### src/rtl/issue_scheduler.sv
// issue_scheduler: single-entry issue stage with RAW/WAW scoreboard and drain/report/halt exception sequencing; ports: dec/decValid/decReady in, uop/uopValid/uopReady out, wbValid/wbRd writeback, excValid/excReady report, flush, halted
package Uop;
    typedef struct packed {
        logic [4:0]  rd;
        logic [4:0]  rs1;
        logic [4:0]  rs2;
        logic [31:0] imm;
        logic        immValid;
        logic [2:0]  fu;
        logic [3:0]  op;
        logic [1:0]  memOp;
        logic        exValid;
    } dec_t;
endpackage

module issue_scheduler #(
    parameter int NREGS = 32
) (
    input  logic       clk,
    input  logic       rst,
    input  logic       decValid,
    output logic       decReady,
    input  Uop::dec_t  dec,
    output logic       uopValid,
    input  logic       uopReady,
    output Uop::dec_t  uop,
    input  logic       wbValid,
    input  logic [4:0] wbRd,
    output logic       excValid,
    input  logic       excReady,
    input  logic       flush,
    output logic       halted
);
    typedef enum logic [1:0] {RUN, DRAIN, EXC, HALT} state_t;
    state_t state;
    logic full;
    logic [NREGS-1:0] busy, wb_mask, set_mask, busy_eff, busy_next, src_mask;
    logic blocked, issue_fire, accept;
    always_comb begin
        wb_mask = wbValid ? NREGS'(1) << wbRd : '0;
        busy_eff = busy & ~wb_mask;
        src_mask = ((NREGS'(1) << uop.rs1) | (NREGS'(1) << uop.rs2) | (NREGS'(1) << uop.rd)) & ~NREGS'(1);
        blocked = |(busy_eff & src_mask);
        uopValid = state == RUN && full && !uop.exValid && !blocked;
        issue_fire = uopValid && uopReady;
        decReady = state == RUN && !flush && (!full || issue_fire);
        accept = decValid && decReady;
        set_mask = issue_fire ? NREGS'(1) << uop.rd : '0;
        // set is OR-ed after the clear so an issue and a writeback to the same register leave it busy
        busy_next = (busy_eff | set_mask) & ~NREGS'(1);
        excValid = state == EXC;
        halted = state == HALT;
    end
    always_ff @(posedge clk or posedge rst) begin
        if (rst) begin
            state <= RUN;
            full <= 1'b0;
            busy <= '0;
            uop <= '0;
        end else begin
            busy <= busy_next;
            if (flush) begin
                state <= RUN;
                full <= 1'b0;
            end else begin
                if (accept) begin
                    uop <= dec;
                    full <= 1'b1;
                end else if (issue_fire || (state == EXC && excReady)) begin
                    full <= 1'b0;
                end
                state <= (state == RUN && full && uop.exValid) ? (|busy ? DRAIN : EXC)
                       : (state == DRAIN && !(|busy_next)) ? EXC
                       : (state == EXC && excReady) ? HALT
                       : state;
            end
        end
    end
endmodule

### config.mk
export PLATFORM = sky130hd
export DESIGN_NAME = issue_scheduler
export DESIGN_NICKNAME = d
export VERILOG_FILES = /design/src/rtl/issue_scheduler.sv
export SDC_FILE = /design/constraint.sdc
export NUM_CORES = 1
export LEC_CHECK = 0
export CORE_MARGIN = 10
export CORE_UTILIZATION = 25
export DETAILED_ROUTE_END_ITERATION = 10
export DONT_BUFFER_PORTS = 1
export PLACE_DENSITY_LB_ADDON = 0.08
export SLEW_MARGIN = 20
export SYNTH_ARGS = -nofsm -noshare
export SYNTH_HDL_FRONTEND = slang
export SYNTH_SLANG_ARGS = --single-unit
### constraint.sdc
create_clock -name clk -period 6.4 [get_ports clk]
set_clock_uncertainty 0.05 [all_clocks]
set_input_delay 1.28 -clock clk [delete_from_list [all_inputs] [get_ports clk]]
set_output_delay 1.28 -clock clk [all_outputs]
set_load 0.05 [all_outputs]
== Word-level counts from Yosys, hierarchy flattened ==
Index checks and enable logic that the tools add are counted.

* Bitwise logic cells: 7
* Shift-type cells: 4
* Reduce and logical (&&, ||, !) cells: 24
* Muxes and demuxes: 10
* Equality and inequality tests: 3

{| class="wikitable"
|+ Operators with widths
! cell !! number
|-
| 1-bit by 5-bit << shifter with 32-bit output (first input constant) || 4
|-
| 32-bit bitwise OR || 3
|-
| 32-bit AND || 2
|-
| 32-bit two-way mux || 2
|-
| 31-bit OR reduction || 2
|-
| 32-bit inverter || 1
|-
| 32-bit OR reduction || 1
|-
| 1-bit logical AND || 10
|-
| 2-bit two-way mux || 5
|-
| 1-bit zero test || 5
|-
| 2-bit equality test (second input constant) || 2
|-
| 4-bit nonzero test || 1
|-
| 1-bit two-way mux || 3
|-
| 3-bit nonzero test || 1
|-
| 2-bit by 1-bit equality test with 1-bit output (second input constant) || 1
|-
| 2-bit zero test || 1
|-
| 1-bit logical OR || 2
|-
| 2-bit AND reduction || 1
|-
| 1-bit inverter || 1
|}

* Word-level logic and storage cells: 60
* Bits in registers: 92
* Output and inout bits: 62

== Longest topological paths before layout ==
* Depth after elaboration: 17
* Depth in mapped cells: 12

== Worst setup path before layout ==
No wires, ideal clock.

* Path type: input port to output port
* From: input port wbRd[0]
* To: output port decReady
* Setup slack: 1488 ps
* Arrival: 3582 ps
* Cell stages on the path: 8
* Cell sequence: or4b_1 > o21ai_1 > a21oi_1 > nor4_1 > and4_1 > buf_2 > nand3_1 > a21boi_1

* Cells in the longest elaborated chain, start to end: 11

{| class="wikitable"
|+ Ends and longest elaborated chain
! element !! line !! source
|-
| from (decl) || 28 || <nowiki>input logic [4:0] wbRd,</nowiki>
|-
| 1-bit by 5-bit << shifter with 32-bit output || 40 || <nowiki>wb_mask = wbValid ? NREGS'(1) << wbRd : '0;</nowiki>
|-
| 32-bit two-way mux || 40 ||
|-
| 32-bit inverter || 41 || <nowiki>busy_eff = busy & ~wb_mask;</nowiki>
|-
| 32-bit AND || 41 ||
|-
| 32-bit AND || 43 || <nowiki>blocked = |(busy_eff & src_mask);</nowiki>
|-
| 32-bit OR reduction || 43 ||
|-
| 1-bit zero test || 44 || <nowiki>uopValid = state == RUN && full && !uop.exValid && !blocked;</nowiki>
|-
| 1-bit logical AND || 44 ||
|-
| 1-bit logical AND || 45 || <nowiki>issue_fire = uopValid && uopReady;</nowiki>
|-
| 1-bit logical OR || 46 || <nowiki>decReady = state == RUN && !flush && (!full || issue_fire);</nowiki>
|-
| 1-bit logical AND || 46 ||
|-
| to (decl) || 22 || <nowiki>output logic decReady,</nowiki>
|}

Every way passes these cells.

== Final worst setup path ==
* From: input port wbRd[4]
* To: output port uopValid

* Cells in the longest elaborated chain, start to end: 8

{| class="wikitable"
|+ Ends and longest elaborated chain
! element !! line !! source
|-
| 1-bit by 5-bit << shifter with 32-bit output || 40 ||
|-
| 32-bit two-way mux || 40 ||
|-
| 32-bit inverter || 41 ||
|-
| 32-bit AND || 41 ||
|-
| 32-bit AND || 43 ||
|-
| 32-bit OR reduction || 43 ||
|-
| 1-bit zero test || 44 ||
|-
| 1-bit logical AND || 44 ||
|-
| to (decl) || 24 || <nowiki>output logic uopValid,</nowiki>
|}

Every way passes these cells.

==> run summary <==
The count of inserted antenna diode cells is 0, and the count of flip-flops with a built-in enable after synthesis is 0. The tools report the number of setup buffers added after CTS as 0. Once detailed placement completed, the half-perimeter wirelength came to 16.80 mm. The final critical path takes up 75.74% of the cycle. The detailed-route via count is 5,868, and the area growth from synthesis to final layout is 9.313%.

The run gives 0.002302 mm2 as the area occupied by registers. After synthesis, the cell types taking the most area are dfrtp_1, o211ai_1, and3_1. The final count of negative-setup-slack endpoints was 0. The logs give 0.0003301 V for the maximum vdd ir drop and 0.03014 mm2 for the die area. Number of distinct library cells after synthesis: 38. The category of the worst setup path capture point was an output port. The combinational share of power came out at 35.7%. The run gives 0 as the initial antenna violation count.

The count of mapped cells out of synthesis was 724. Post-synth design cell area: 0.005898 mm2. The run gives 0 as the total count of hold-check failures in the final report. The data required time of the critical path was 5070 ps. After synthesis the netlist holds a flip-flop and latch count of 92.

The net count of the finished layout is 746. Summed over all nets, wire length on met2 after detailed routing comes to 11.15 mm. The detail-routed net length per standard cell was 24.47 um. The total grt overflow is 0. The run finished with clean final reports. The total wirelength of the detailed-routed design is 24.47 mm, and the starting density of the core is 25.28%. Clock latency on the worst-skew pair, taken at its later pin, is 350 ps. dfrtp_1 takes more of the synthesized area than any other cell. For this run, the number of Yosys warnings is 0. The worst hold path class is flop to flop. The number of global-route vias before repair came out at 5,844. The run gives 0 as the final max-slew violation count. Fraction of registers with async set or reset after synthesis: 100.0%. The tools report the number of detailed-route iterations in the first pass as 8. The maximum clock insertion buffer count is 2. Across all hold checks on the routed design, the worst slack comes to 542.1 ps. The worst setup path is launched from a primary input. The multi-input combinational cells in the finished layout cover a total of 0.003296 mm2. The routed metal-1 wire length was 10.45 mm. Of the post-synthesis cell area, the dominant cell type holds 39.03%. The worst setup path is of the primary input to output port kind. The core region is 0.02333 mm2. The tools report the clock root buffer as clkbuf_16.

Entering global routing, the biggest net connects 119 pins. Setup repair after global routing left no endpoint under its margin. The cell-internal power is 0.001594 W. In this run the critical register-to-register path is launched from uop[57]. The fraction of power spent switching nets came out at 57.17%. After clock tree synthesis, the clock-pin slew on the worst setup and hold paths is 70 ps. Total global routing track utilization: 15.81%. The sequential share of power is 47.0%, and the static leakage is 2.417 nW. The run gives 0 ps as the summed negative setup slack over all endpoints. The capturing instance or port of the critical path is uopValid.

Slowest cell on the critical path: o21ai_0. Maximum frequency from static timing analysis: 0.2063 GHz. The run gives 37.83 mm as the first-pass GRT wire length.

For the worst setup path, the data arrival time is 3520 ps. Across the run, the number of max-cap violations was 0. In this run the count of I/O pins placed on the die edge is 132.

Headroom to the max-slew limit came out at 31.60%. The number of clock buffers inserted by TritonCTS came out at 9. Once the clock tree was built, the resizer swapped 0 gates to a different size.

The average vias per placed instance is 5.868, and the total of hold buffers inserted after clock tree synthesis is 0. TritonCTS built the clock tree. Traced cell by cell, the critical path runs through nand4bb_1, o21ai_0, a21oi_1, nor4_1, and4_2, and2_1. After synthesis, flip-flops and latches occupy 39.03% of the total area.

Counting every net in the synthesized netlist gives 794. Setup slack on the worst reg-to-reg path comes out at 2320 ps. Transition at the pin with the smallest max-transition slack: 1024 ps. The detailed-route DRC error count was 0; the die outline height was 173.6 um. The die span in x was 173.6 um; the ratio of cells with drive above 1 in the final layout was 4.993%. After the first detailed-routing iteration, the DRC count stood at 545. For the worst flop-to-flop path, the logic depth is 9. In this run the power spent charging and discharging nets is 0.002127 W. The prevailing post-synth register cell was dfrtp_1.

The worst register-to-register path ends at uop[50]. The number of clock sinks is 92. Once detail routing completed, the nets flagged for antenna violations numbered 0. The maximum level of the CTS H-tree is 3, and the mean cell area of the mapped netlist is 8.147 um2. Routability-driven placement finished with a final weighted congestion of 0.9357.

Highest routing layer actually used: met4. After filler insertion, the fill cell instance count of the layout stands at 2,545. The count of buffers added on input and output ports is 0.

The highest net fanout along the worst path is 8, and the met3 layer wire length in the routed design is 2.441 mm. Subtracting the final worst setup slack from the clock period gives 4847 ps. The largest stage delay on the critical path was 570 ps. The most critical setup path has its startpoint at wbRd[4]. The share of total power dissipated in the clock network is 17.3%. The number of standard-cell rows in the floorplan was 56.

The power density over cell area works out to 577.1 mW/mm2.
-- cells in the mapped netlist (8+ instances only) --
| cell | n |
|---|---|
| nor3b_1 | 9 |
| dfrtp_1 | 92 |
| o21ai_1 | 38 |
| o21ai_0 | 24 |
| nand2_1 | 105 |
| and3b_1 | 9 |
| a21oi_1 | 26 |
| nor2b_1 | 8 |
| buf_2 | 14 |
| nand4b_1 | 28 |
| nor4_1 | 16 |
| nand4_1 | 34 |
| a31oi_1 | 8 |
| a22oi_1 | 24 |
| and3_1 | 63 |
| nand3_1 | 66 |
| clkbuf_1 | 50 |
| o211ai_1 | 57 |
-- power by group through the flow --
| stage | combinational [W] | sequential (W) | clock [W] |
|---|---|---|---|
| floorplan | 0.00101 | 0.00160 | 0 |
| global placement | 0.00132 | 0.00177 | 0 |
| detailed placement | 0.00132 | 0.00176 | 0 |
| CTS | 0.00132 | 0.00176 | 0.000660 |
| global route | 0.00146 | 0.00179 | 0.000691 |
| finish | 0.00133 | 0.00175 | 0.000642 |
-- registers in the layout, summed over array words and instances (netlist names) --
name	cells
busy	31
uop	58
state	2
full	1
-- worst min path at each step --
stage / from / end / slack (ps) / depth (start not counted)
after CTS: busy[8] / busy[8] / 540 / 2
after detailed placement: busy[10] / busy[10] / 520 / 2
after global routing: busy[10] / busy[10] / 580 / 2
final: busy[10] / busy[10] / 540 / 2
after floorplan: busy[2] / busy[2] / 450 / 2
after global placement: busy[10] / busy[10] / 540 / 2
-- critical path, delay by kind of cell --
kind | cells | cell delay (ps)
simple gates | 4 | 1580
compound gates | 2 | 650
-- layer usage --
| layer | GRT usage [%] | vias to the layer above |
|---|---|---|
| met5 | 0 | - |
| met4 | 4.168 | 0 |
| met3 | 5.946 | 30 |
| met2 | 24.29 | 258 |
| met1 | 20.40 | 2934 |
| li1 | - | 2646 |
-- cell usage in the layout (no fill, tap or decap), drive strengths merged, types with 2 or more instances in the layout --
cell type	Yosys	final
and4	3	3
nand3b	2	2
nand4b	28	28
nor2b	8	8
nand4	34	34
dfrtp	92	92
and3	63	63
nand3	66	66
o21ai	62	62
clkbuf	50	10
a21oi	26	26
bufinv	0	3
nand2b	6	6
nor2	5	5
inv	3	3
nor3b	9	9
buf	20	11
nand4bb	3	3
and2	6	6
a22oi	24	24
nor3	6	6
nor4	16	16
and3b	9	9
o22ai	3	3
nand2	105	105
o211ai	57	57
clkinv	0	2
o32a	3	3
a31oi	8	8
-- layout make-up --
| type | count | share of cell area (%) |
|---|---|---|
| inverter | 3 | 0.2135 |
| multi-input combinational | 559 | 51.12 |
| sequential | 92 | 35.71 |
| timing repair buffer | 11 | 1.339 |
| tap | 319 | 6.191 |
| clock buffer | 10 | 3.707 |
| clock inverter | 6 | 1.727 |
-- per-stage QoR --
stage,util (%),cell area (um2),setup slack [ps],power (W),std cells
CTS,27.62,6444,1632,0.003739,1000
floorplan,-,5898,1488,0.002610,724
global placement,26.12,6093,1621,0.003092,984
global route,27.63,6447,1363,0.003941,1000
detailed placement,26.12,6093,1642,0.003084,984
finish,27.63,6447,1553,0.003721,1000
-- cells by family (layout without fill, tap and decap cells) --
group	after synthesis	after routing	synth area share (%)
flip-flops	92	92	39.03
AO/OA/AOI/OAI	188	188	20.24
AND/OR/NAND/NOR	371	371	35.41
buffers and inverters	73	30	5.325
No activity file was read; power rests on OpenSTA's default activity.
